===== config.mk =====
export PLATFORM = sky130hd
export DESIGN_NAME = serial_sum_sched
export DESIGN_NICKNAME = d
export VERILOG_FILES = /design/src/rtl/serial_sum_sched.sv
export SDC_FILE = /design/constraint.sdc
export NUM_CORES = 1
export LEC_CHECK = 0
export BUFFER_PORTS_ARGS = -buffer_cell sky130_fd_sc_hd__buf_2
export CAP_MARGIN = 20
export CORE_MARGIN = 2
export CORE_UTILIZATION = 30
export DETAILED_ROUTE_END_ITERATION = 7
export PLACE_DENSITY_LB_ADDON = 0.05
export SKIP_CTS_REPAIR_TIMING = 1
export SLEW_MARGIN = 25
export SYNTH_ARGS = -nofsm -noshare
export SYNTH_HDL_FRONTEND = slang
export SYNTH_SLANG_ARGS = --single-unit
export TNS_END_PERCENT = 20

===== constraint.sdc =====
create_clock -name clk -period 4.4 [get_ports clk]
set_input_delay 0.22 -clock clk [delete_from_list [all_inputs] [get_ports clk]]
set_output_delay 0.22 -clock clk [all_outputs]
set_load 0.01 [all_outputs]

===== src/rtl/serial_sum_sched.sv =====
// Scheduler and clock master for the bit-serial adder: bclk/lrclk generation,
// round-robin operand issue (one op per frame) and tagged result return.
module serial_sum_sched #(
   parameter int unsigned W          = 32,
   parameter int unsigned N_REQ      = 4,
   parameter int unsigned CLK_DIV    = 4,
   parameter int unsigned FRAME_BITS = 64
) (
   input  logic                       clk,
   input  logic                       rst_n,
   input  logic [N_REQ-1:0]           req_valid,
   output logic [N_REQ-1:0]           req_ready,
   input  logic [2*N_REQ-1:0]         req_op,
   input  logic [W*N_REQ-1:0]         req_a,
   input  logic [W*N_REQ-1:0]         req_b,
   output logic                       bclk,
   output logic                       lrclk,
   output logic                       ser_a,
   output logic                       ser_b,
   output logic                       minus_a,
   output logic                       minus_b,
   input  logic [W-1:0]               res_p,
   output logic                       rsp_valid,
   output logic [$clog2(N_REQ)-1:0]   rsp_id,
   output logic [W-1:0]               rsp_data,
   output logic                       busy
);

   localparam int unsigned ID_W   = $clog2(N_REQ);
   localparam int unsigned DIV_W  = $clog2(CLK_DIV);
   localparam int unsigned SLOT_W = $clog2(FRAME_BITS);

   localparam logic [DIV_W-1:0]  DIV_LAST  = DIV_W'(CLK_DIV - 1);
   localparam logic [SLOT_W-1:0] SLOT_LAST = SLOT_W'(FRAME_BITS - 1);
   localparam logic [SLOT_W-1:0] SLOT_MSB  = SLOT_W'(1);
   localparam logic [SLOT_W-1:0] SLOT_LSB  = SLOT_W'(W);
   localparam logic [ID_W-1:0]   PTR_RST   = ID_W'(N_REQ - 1);

   logic [DIV_W-1:0]  div_q, div_d;
   logic [SLOT_W-1:0] slot_q, slot_d, slot_nxt;
   logic              bclk_q, bclk_d, lrclk_q, lrclk_d;
   logic [ID_W-1:0]   ptr_q, ptr_d, id_q, id_d, pid_q, pid_d;
   logic              act_q, act_d, pend_q, pend_d;
   logic [W-1:0]      a_q, a_d, b_q, b_d;
   logic [1:0]        op_q, op_d;
   logic              ser_a_q, ser_a_d, ser_b_q, ser_b_d;
   logic              minus_a_q, minus_a_d, minus_b_q, minus_b_d;
   logic [N_REQ-1:0]  req_ready_q, req_ready_d;
   logic              rsp_valid_q, rsp_valid_d;
   logic [ID_W-1:0]   rsp_id_q, rsp_id_d;
   logic [W-1:0]      rsp_data_q, rsp_data_d;
   logic              busy_q, busy_d;

   logic              tick;
   logic              gnt_found;
   logic [ID_W-1:0]   gnt_id;
   int unsigned       idx;

   assign tick     = (div_q == DIV_LAST);
   assign slot_nxt = (slot_q == SLOT_LAST) ? '0 : slot_q + 1'b1;

   // Round-robin search starting just after the last grant.
   always_comb begin
      gnt_found = 1'b0;
      gnt_id    = '0;
      idx       = 0;
      for (int unsigned i = 1; i <= N_REQ; i++) begin
         idx = (32'(ptr_q) + i) % N_REQ;
         if (!gnt_found && req_valid[ID_W'(idx)]) begin
            gnt_found = 1'b1;
            gnt_id    = ID_W'(idx);
         end
      end
   end

   always_comb begin
      div_d       = tick ? '0 : div_q + 1'b1;
      slot_d      = slot_q;
      bclk_d      = bclk_q;
      lrclk_d     = lrclk_q;
      ptr_d       = ptr_q;
      id_d        = id_q;
      pid_d       = pid_q;
      act_d       = act_q;
      pend_d      = pend_q;
      a_d         = a_q;
      b_d         = b_q;
      op_d        = op_q;
      ser_a_d     = ser_a_q;
      ser_b_d     = ser_b_q;
      minus_a_d   = minus_a_q;
      minus_b_d   = minus_b_q;
      req_ready_d = '0;
      rsp_valid_d = 1'b0;
      rsp_id_d    = rsp_id_q;
      rsp_data_d  = rsp_data_q;

      if (tick) bclk_d = ~bclk_q;

      // Falling bclk edge: next slot, frame start, serial bit shift.
      if (tick && bclk_q) begin
         slot_d  = slot_nxt;
         ser_a_d = 1'b0;
         ser_b_d = 1'b0;
         if (slot_nxt == '0) begin
            lrclk_d = ~lrclk_q;
            pend_d  = act_q;
            pid_d   = id_q;
            act_d   = gnt_found;
            if (gnt_found) begin
               req_ready_d[gnt_id] = 1'b1;
               a_d   = req_a[32'(gnt_id)*W +: W];
               b_d   = req_b[32'(gnt_id)*W +: W];
               op_d  = req_op[32'(gnt_id)*2 +: 2];
               id_d  = gnt_id;
               ptr_d = gnt_id;
            end else begin
               a_d  = '0;
               b_d  = '0;
               op_d = 2'b00;
            end
         end else if (slot_nxt <= SLOT_LSB) begin
            ser_a_d = a_q[W-1];
            ser_b_d = b_q[W-1];
            a_d     = {a_q[W-2:0], 1'b0};
            b_d     = {b_q[W-2:0], 1'b0};
            // The adder latches the old result on this edge, so minus switches only now.
            if (slot_nxt == SLOT_MSB) begin
               minus_a_d = (op_q == 2'b10);
               minus_b_d = (op_q == 2'b01);
            end
         end
      end

      // Rising bclk edge inside slot 1: previous frame's result is stable.
      if (tick && !bclk_q && slot_q == SLOT_MSB && pend_q) begin
         rsp_valid_d = 1'b1;
         rsp_id_d    = pid_q;
         rsp_data_d  = res_p;
         pend_d      = 1'b0;
      end

      busy_d = act_d | pend_d;
   end

   always_ff @(posedge clk or negedge rst_n) begin
      if (!rst_n) begin
         div_q       <= '0;
         slot_q      <= '0;
         bclk_q      <= 1'b0;
         lrclk_q     <= 1'b0;
         ptr_q       <= PTR_RST;
         id_q        <= '0;
         pid_q       <= '0;
         act_q       <= 1'b0;
         pend_q      <= 1'b0;
         a_q         <= '0;
         b_q         <= '0;
         op_q        <= 2'b00;
         ser_a_q     <= 1'b0;
         ser_b_q     <= 1'b0;
         minus_a_q   <= 1'b0;
         minus_b_q   <= 1'b0;
         req_ready_q <= '0;
         rsp_valid_q <= 1'b0;
         rsp_id_q    <= '0;
         rsp_data_q  <= '0;
         busy_q      <= 1'b0;
      end else begin
         div_q       <= div_d;
         slot_q      <= slot_d;
         bclk_q      <= bclk_d;
         lrclk_q     <= lrclk_d;
         ptr_q       <= ptr_d;
         id_q        <= id_d;
         pid_q       <= pid_d;
         act_q       <= act_d;
         pend_q      <= pend_d;
         a_q         <= a_d;
         b_q         <= b_d;
         op_q        <= op_d;
         ser_a_q     <= ser_a_d;
         ser_b_q     <= ser_b_d;
         minus_a_q   <= minus_a_d;
         minus_b_q   <= minus_b_d;
         req_ready_q <= req_ready_d;
         rsp_valid_q <= rsp_valid_d;
         rsp_id_q    <= rsp_id_d;
         rsp_data_q  <= rsp_data_d;
         busy_q      <= busy_d;
      end
   end

   assign bclk      = bclk_q;
   assign lrclk     = lrclk_q;
   assign ser_a     = ser_a_q;
   assign ser_b     = ser_b_q;
   assign minus_a   = minus_a_q;
   assign minus_b   = minus_b_q;
   assign req_ready = req_ready_q;
   assign rsp_valid = rsp_valid_q;
   assign rsp_id    = rsp_id_q;
   assign rsp_data  = rsp_data_q;
   assign busy      = busy_q;

endmodule


==> summary.md, run 1 <==
| Metric | Value |
|---|---|
| Outcome | `completed` |
| Hold path start | `res_p[16]` |
| CTS clk-pin slew, worst paths | `0.07 ns` |
| Crit path kind | `reg -> reg` |
| Placer Congestion | `0.7439` |
| Wirelength per Cell | `20.66 um` |
| Global-route wire length before repair | `48660 um` |
| Top cell type by total area after synthesis | `dfrtp_1` |
| Starting density of the core | `0.3061` |
| Post-route insts no fill | `1540` |
| Syn_area_per_cell | `10.15 sq um` |
| R2r setup slk | `1.25 ns` |
| Core ar. | `28860 sq um` |
| Largest net degree at the start of global routing | `104` |
| Fin Setup TNS | `0 ns` |
| CP bufs+invs | `2` |
| Max FO, Critical Path | `66` |
| Worst R2R End | `b_q[31]` |
| Final min period | `3.146 ns` |
| Vias | `8489` |
| Clk_skew | `0.01484 ns` |
| Sequential share of the synthesized area | `0.3629` |
| CP dominant cell by count | `buf_4` |
| Worst Tran Pin Value | `1.038 ns` |
| Fmax | `317.8 MHz` |
| Distinct cell type count after synthesis | `56` |
| Yosys Warn Count | `0` |
| Most frequent cells in the layout | `346 x buf_2, 126 x dfrtp_1, 63 x mux2i_1, 57 x a21boi_0` |
| Top cell family by delay on the critical path | `buffers and inverters` |
| I/O pin count | `348` |
| CP startpoint kind | `flop` |
| Synth Instances | `870` |
| Die area | `30830 sq um` |
| Synth Flop Type | `dfrtp_1` |
| Most common cell after layout, fill and taps aside | `buf_2` |
| Buffers added on ports | `347` |
| Slew HR | `0.3080` |
| Avg Vias per Cell | `5.512` |
| Top cell type's share of synthesized area | `0.3570` |
| # fillers | `3050` |
| Remaining DRCs | `0` |
| Max-cap violations | `0` |
| Hold crit path type | `in -> reg` |
| EDFF count, synth | `0` |
| Area after DPL | `10640 sq um` |
| Hold endpoint | `rsp_data[16]` |
| Synth Cell Area | `8832 sq um` |
| Max incr delay on CP | `0.67 ns` |
| Die width | `175.6 um` |
| Synth top area cells | `dfrtp_1 36%, mux2i_1 7.1%, a311o_1 5.9%, a41o_1 5.8%, a21boi_0 4.8%` |
| Asr flop ratio synth | `1.000` |
| Final setup vio count | `0` |
| H-Tree Level Count | `4` |
| Worst setup EP type | `flop` |
| CP max-delay cell | `buf_4` |
| Antenna violations before repair | `14` |
| Worst IR drop on VDD | `0.2524 mV` |
| Longest Clk Path Bufs | `2` |
| Req. time, crit path | `4.72 ns` |
| Dpl cells | `1498` |
| Syn nets | `1176` |
| Cell Rows | `62` |
| Hold depth | `2` |
| Period Utilization, post-route | `0.7150` |
| Ratio of cells with drive above 1 in the final layout | `0.4077` |
| CP Data Arrival Time | `3.46 ns` |
| Chip height | `175.6 um` |
| TritonCTS clock tree | `done` |
| P_leak | `4.884 nW` |
| Area Growth Syn to Fin | `28.30%` |
| Gr ovfl total | `0` |
| Cell Chain, Critical Path | `nand2b_1, a21bo_4, buf_4, buf_4, a311o_1, o311ai_0, o31ai_1` |
| Total power | `3.303 mW` |
| Vias in the first global route | `8404` |
| FF+latch count, synth | `128` |
| R2R cell count | `7` |
| Drt first-iter violations | `481` |
| GRT Util Overall | `0.2001` |
| RSZ-0062 raised after global routing | `false` |
| Fin nets | `1441` |
| Cell area power density | `291.5 nW/um^2` |
| CTS sink cnt | `128` |
| Total routed wirelength | `31820 um` |
| Pins Over Slew Limit | `0` |
| Worst-Skew Late Latency | `0.42 ns` |
| Clk root buf | `clkbuf_16` |
| Final hold vios | `0` |
| Final ANT Viol Nets | `0` |
| First drt pass iteration count | `4` |
| Final instance area | `11330 sq um` |
| HPWL after DPL | `21510 um` |
| FF-to-FF Start | `ptr_q[0]` |
| Total CTS buffers | `17` |
how the worst max path moves through the flow:
stage | startpoint | to | depth (start not counted)
2_1_floorplan | slot_q[0] | a_q[7] | 9
4_1_cts | ptr_q[0] | b_q[31] | 7
3_5_place_dp | ptr_q[0] | b_q[9] | 7
3_3_place_gp | ptr_q[0] | b_q[31] | 7
5_1_grt | ptr_q[0] | b_q[9] | 6
6_report | ptr_q[0] | b_q[31] | 7
registers in the layout, summed over array words and instances (netlist names), 2 cells and up:
name	flops
a_q	32
b_q	32
rsp_data	32
slot_q	6
req_ready	4
div_q	2
id_q	2
op_q	2
pid_q	2
ptr_q	2
rsp_id	2
where the power goes:
group	switching [mW]	total, mW	leakage [nW]	internal [mW]
registers	0.00260	1.18	1.46	1.18
logic	0.334	0.561	3.11	0.227
clock network	0.634	1.56	0.314	0.925
total	0.971	3.30	4.88	2.33
worst register-to-register path, stage by stage (launching register included):
cell      delay, ns
dfstp_2        0.56
nand2b_1       0.23
a21bo_4        0.37
buf_4          0.67
buf_4          0.58
a311o_1        0.25
o311ai_0       0.15
o31ai_1        0.23
area by class of cell:
| class | instances | area (sq um) | share of cell area |
|---|---|---|---|
| inverters | 35 | 131.4 | 0.01159 |
| repair buffers | 370 | 1958 | 0.1728 |
| clock buffers | 17 | 425.4 | 0.03754 |
| well taps | 384 | 480.5 | 0.04240 |
| clock inverters | 15 | 212.7 | 0.01877 |
| diodes | 8 | 20.02 | 0.001767 |
| flip-flops and latches | 128 | 3206 | 0.2829 |
| multi-input cells | 583 | 4898 | 0.4323 |
layer usage:
layer	wire length [um]	vias to the layer above	GRT usage
li1	-	4045	-
met1	14610	4112	0.2766
met2	14750	277	0.3130
met3	1906	41	0.04978
met4	465	14	0.05096
met5	96	-	0
kinds of logic after synthesis:
family,synth area share
AOI/OAI and AO/OA,0.3860
buffers and inverters,0.08996
DFF,0.3629
muxes,0.1173
and+or+nand+nor,0.03414
xor gates and xnor gates,0.003967
adders and majority gates,0.005667
metrics by stage:
| stage | util | hold WS [ns] | setup WS, ns |
|---|---|---|---|
| 3_5_place_dp | 0.3686 | 0.4154 | 1.248 |
| 2_1_floorplan | - | -0.07559 | 2.369 |
| 6_report | 0.3927 | 0.02545 | 1.254 |
| 3_3_place_gp | 0.3678 | 0.4188 | 1.254 |
| 5_1_grt | 0.3924 | 0.008073 | 1.006 |
| 4_1_cts | 0.3907 | -0.04726 | 1.243 |
Yosys cell counts (all sizes together) (4+ instances only):
| cell | count |
|---|---|
| buf | 75 |
| mux2i | 63 |
| o21ai | 10 |
| nand2b | 6 |
| o311ai | 51 |
| mux2 | 36 |
| a31oi | 33 |
| nor3 | 5 |
| clkbuf | 49 |
| o31ai | 68 |
| ha | 4 |
| a311o | 52 |
| nor2 | 4 |
| a41o | 51 |
| nand3 | 5 |
| inv | 35 |
| a21boi | 62 |
| nand2 | 19 |
| a211oi | 31 |
| a21oi | 51 |
| dfrtp | 126 |
Power figures use the tool's default switching activity.
==> run 2, diff against run 1 <==
==> constraint.sdc (replaced) <==
create_clock -name clk -period 2.85 [get_ports clk]
set_input_delay 0.1425 -clock clk [delete_from_list [all_inputs] [get_ports clk]]
set_output_delay 0.1425 -clock clk [all_outputs]
set_load 0.01 [all_outputs]
==> run 2 against run 1 <==
Via count increased by 1.7%. Fmax increased by 31%. Final cell count increased by 2.2%. Clock skew increased by 0.0029 ns. Register-to-register slack got worse by 0.80 ns. Wire length decreased by 1.6%. Final area increased by 3.1%. Sequential cell count unchanged. Hold slack improved by 0.043 ns. First-iteration DRC count increased by 6.9%. Highest routed layer is now met4.
==> summary.md, run 2 (same netlist as run 1, synthesis figures left out) <==
| Metric | Value |
|---|---|
| CP bufs+invs | `1` |
| Clock power frac | `0.442` |
| Req. time, crit path | `3.13 ns` |
| Placer Congestion | `0.7758` |
| P_leak | `5.035 nW` |
| Fin nets | `1480` |
| Area Growth Syn to Fin | `32.31%` |
| TritonCTS clock tree | `done` |
| Dpl cells | `1506` |
| # fillers | `2932` |
| Cell Rows | `62` |
| RSZ-0062 raised after global routing | `false` |
| Total routed wirelength | `31300 um` |
| Multi-input gate area | `4898 sq um` |
| Sw Share | `0.2863` |
| Die width | `175.6 um` |
| Final hold vios | `0` |
| Final min period | `2.393 ns` |
| Die area | `30830 sq um` |
| CTS sink cnt | `128` |
| Worst R2R End | `a_q[7]` |
| Highest Signal Layer | `met4` |
| Final setup vio count | `0` |
| Worst Tran Pin Value | `0.7424 ns` |
| Drt first-iter violations | `514` |
| Most common cell after layout, fill and taps aside | `buf_2` |
| Final ANT Viol Nets | `0` |
| Max-cap violations | `0` |
| Max FO, Critical Path | `31` |
| Antenna violations before repair | `3` |
| Total power | `4.940 mW` |
| Starting density of the core | `0.3061` |
| Register area | `3206 sq um` |
| HPWL after DPL | `21280 um` |
| Hold endpoint | `a_q[30]` |
| Vias | `8635` |
| Fmax | `417.9 MHz` |
| Largest net degree at the start of global routing | `103` |
| Global-route wire length before repair | `47820 um` |
| Pins Over Slew Limit | `0` |
| Wirelength per Cell | `19.88 um` |
| Met3 WL | `1832 um` |
| First drt pass iteration count | `5` |
| Cell Chain, Critical Path | `ha_1, and2_2, o22ai_1, a221oi_4, buf_4, mux2i_1, o31ai_2` |
| Post-route insts no fill | `1574` |
| Remaining DRCs | `0` |
| Clk root buf | `clkbuf_16` |
| Sequential share of power | `0.370` |
| Period Utilization, post-route | `0.8397` |
| Psw | `1.414 mW` |
| Int Pwr | `3.526 mW` |
| CTS clk-pin slew, worst paths | `0.06 ns` |
| CP Data Arrival Time | `2.67 ns` |
| WL met1 | `14450 um` |
| Worst setup EP type | `flop` |
| Hold depth | `3` |
| Slew HR | `0.5050` |
| FF-to-FF Start | `slot_q[0]` |
| Vias in the first global route | `8302` |
| CP startpoint kind | `flop` |
| I/O pin count | `348` |
| H-Tree Level Count | `4` |
| Met2 WL | `14710 um` |
| Hold path start | `req_a[62]` |
| Outcome | `completed` |
| Cell area power density | `422.7 nW/um^2` |
| Chip height | `175.6 um` |
| Max incr delay on CP | `0.51 ns` |
| Most frequent cells in the layout | `346 x buf_2, 126 x dfrtp_1, 63 x mux2i_1, 57 x a21boi_0` |
| CP max-delay cell | `buf_4` |
| GRT Util Overall | `0.1956` |
| Buffers added on ports | `347` |
| Longest Clk Path Bufs | `2` |
| Gr ovfl total | `0` |
| Core ar. | `28860 sq um` |
| Top cell family by delay on the critical path | `compound AO/OA/AOI/OAI gates` |
| Worst IR drop on VDD | `0.4118 mV` |
| Hold crit path type | `in -> reg` |
| Avg Vias per Cell | `5.486` |
| Fin Setup TNS | `0 ns` |
| Hold slack | `0.06839 ns` |
| Total CTS buffers | `17` |
| Ratio of cells with drive above 1 in the final layout | `0.3993` |
| Clk_skew | `0.01771 ns` |
| R2R cell count | `7` |
| Crit path kind | `reg -> reg` |
| Share of total power in combinational logic | `0.188` |
| Worst-Skew Late Latency | `0.42 ns` |
| R2r setup slk | `0.46 ns` |
-- run 2: how the worst max path moves through the flow --
stage | start | end | slack (ns) | cells after the start
2_1_floorplan | slot_q[0] | a_q[7] | 0.82 | 9
3_3_place_gp | slot_q[0] | b_q[22] | 0.52 | 7
3_5_place_dp | slot_q[0] | a_q[7] | 0.46 | 7
4_1_cts | slot_q[0] | a_q[7] | 0.45 | 7
5_1_grt | slot_q[0] | a_q[20] | 0.26 | 7
6_report | slot_q[0] | a_q[7] | 0.46 | 7
-- run 2: worst register-to-register path: stages (launching register included) --
cell	delay, ns
dfrtp_1	0.44
ha_1	0.24
and2_2	0.23
o22ai_1	0.16
a221oi_4	0.26
buf_4	0.51
mux2i_1	0.33
o31ai_2	0.09
-- run 2: stage by stage --
stage / instance area [sq um] / setup WS (ns) / util
after floorplan: 8832 / 0.8186 / -
after global placement: 10760 / 0.5195 / 0.3730
after detailed placement: 10760 / 0.4599 / 0.3730
after CTS: 11350 / 0.4475 / 0.3933
after global routing: 11680 / 0.2610 / 0.4048
final: 11690 / 0.4569 / 0.4050
-- run 2: final cells by class --
class                      instances  share of cell area
clock inverter                    14             0.01328
tap                              384             0.04111
clock buffer                      18             0.03672
inverter                          35             0.01124
antenna                            3           0.0006424
sequential                       128              0.2743
multi-input combinational        583              0.4192
timing repair buffer             409              0.2035
-- run 2: power by group through the flow --
stage	registers (mW)	logic [mW]	clock network [mW]
2_1_floorplan	1.86	0.492	0
3_3_place_gp	1.86	0.908	0
3_5_place_dp	1.86	0.899	0
4_1_cts	1.83	0.905	2.25
5_1_grt	1.83	1.02	2.33
6_report	1.83	0.930	2.18
-- run 2: metal layers --
metal,vias to the layer above,track usage
li1,4119,-
met1,4216,0.2762
met2,279,0.3054
met3,21,0.04416
met4,0,0.04270
met5,-,0
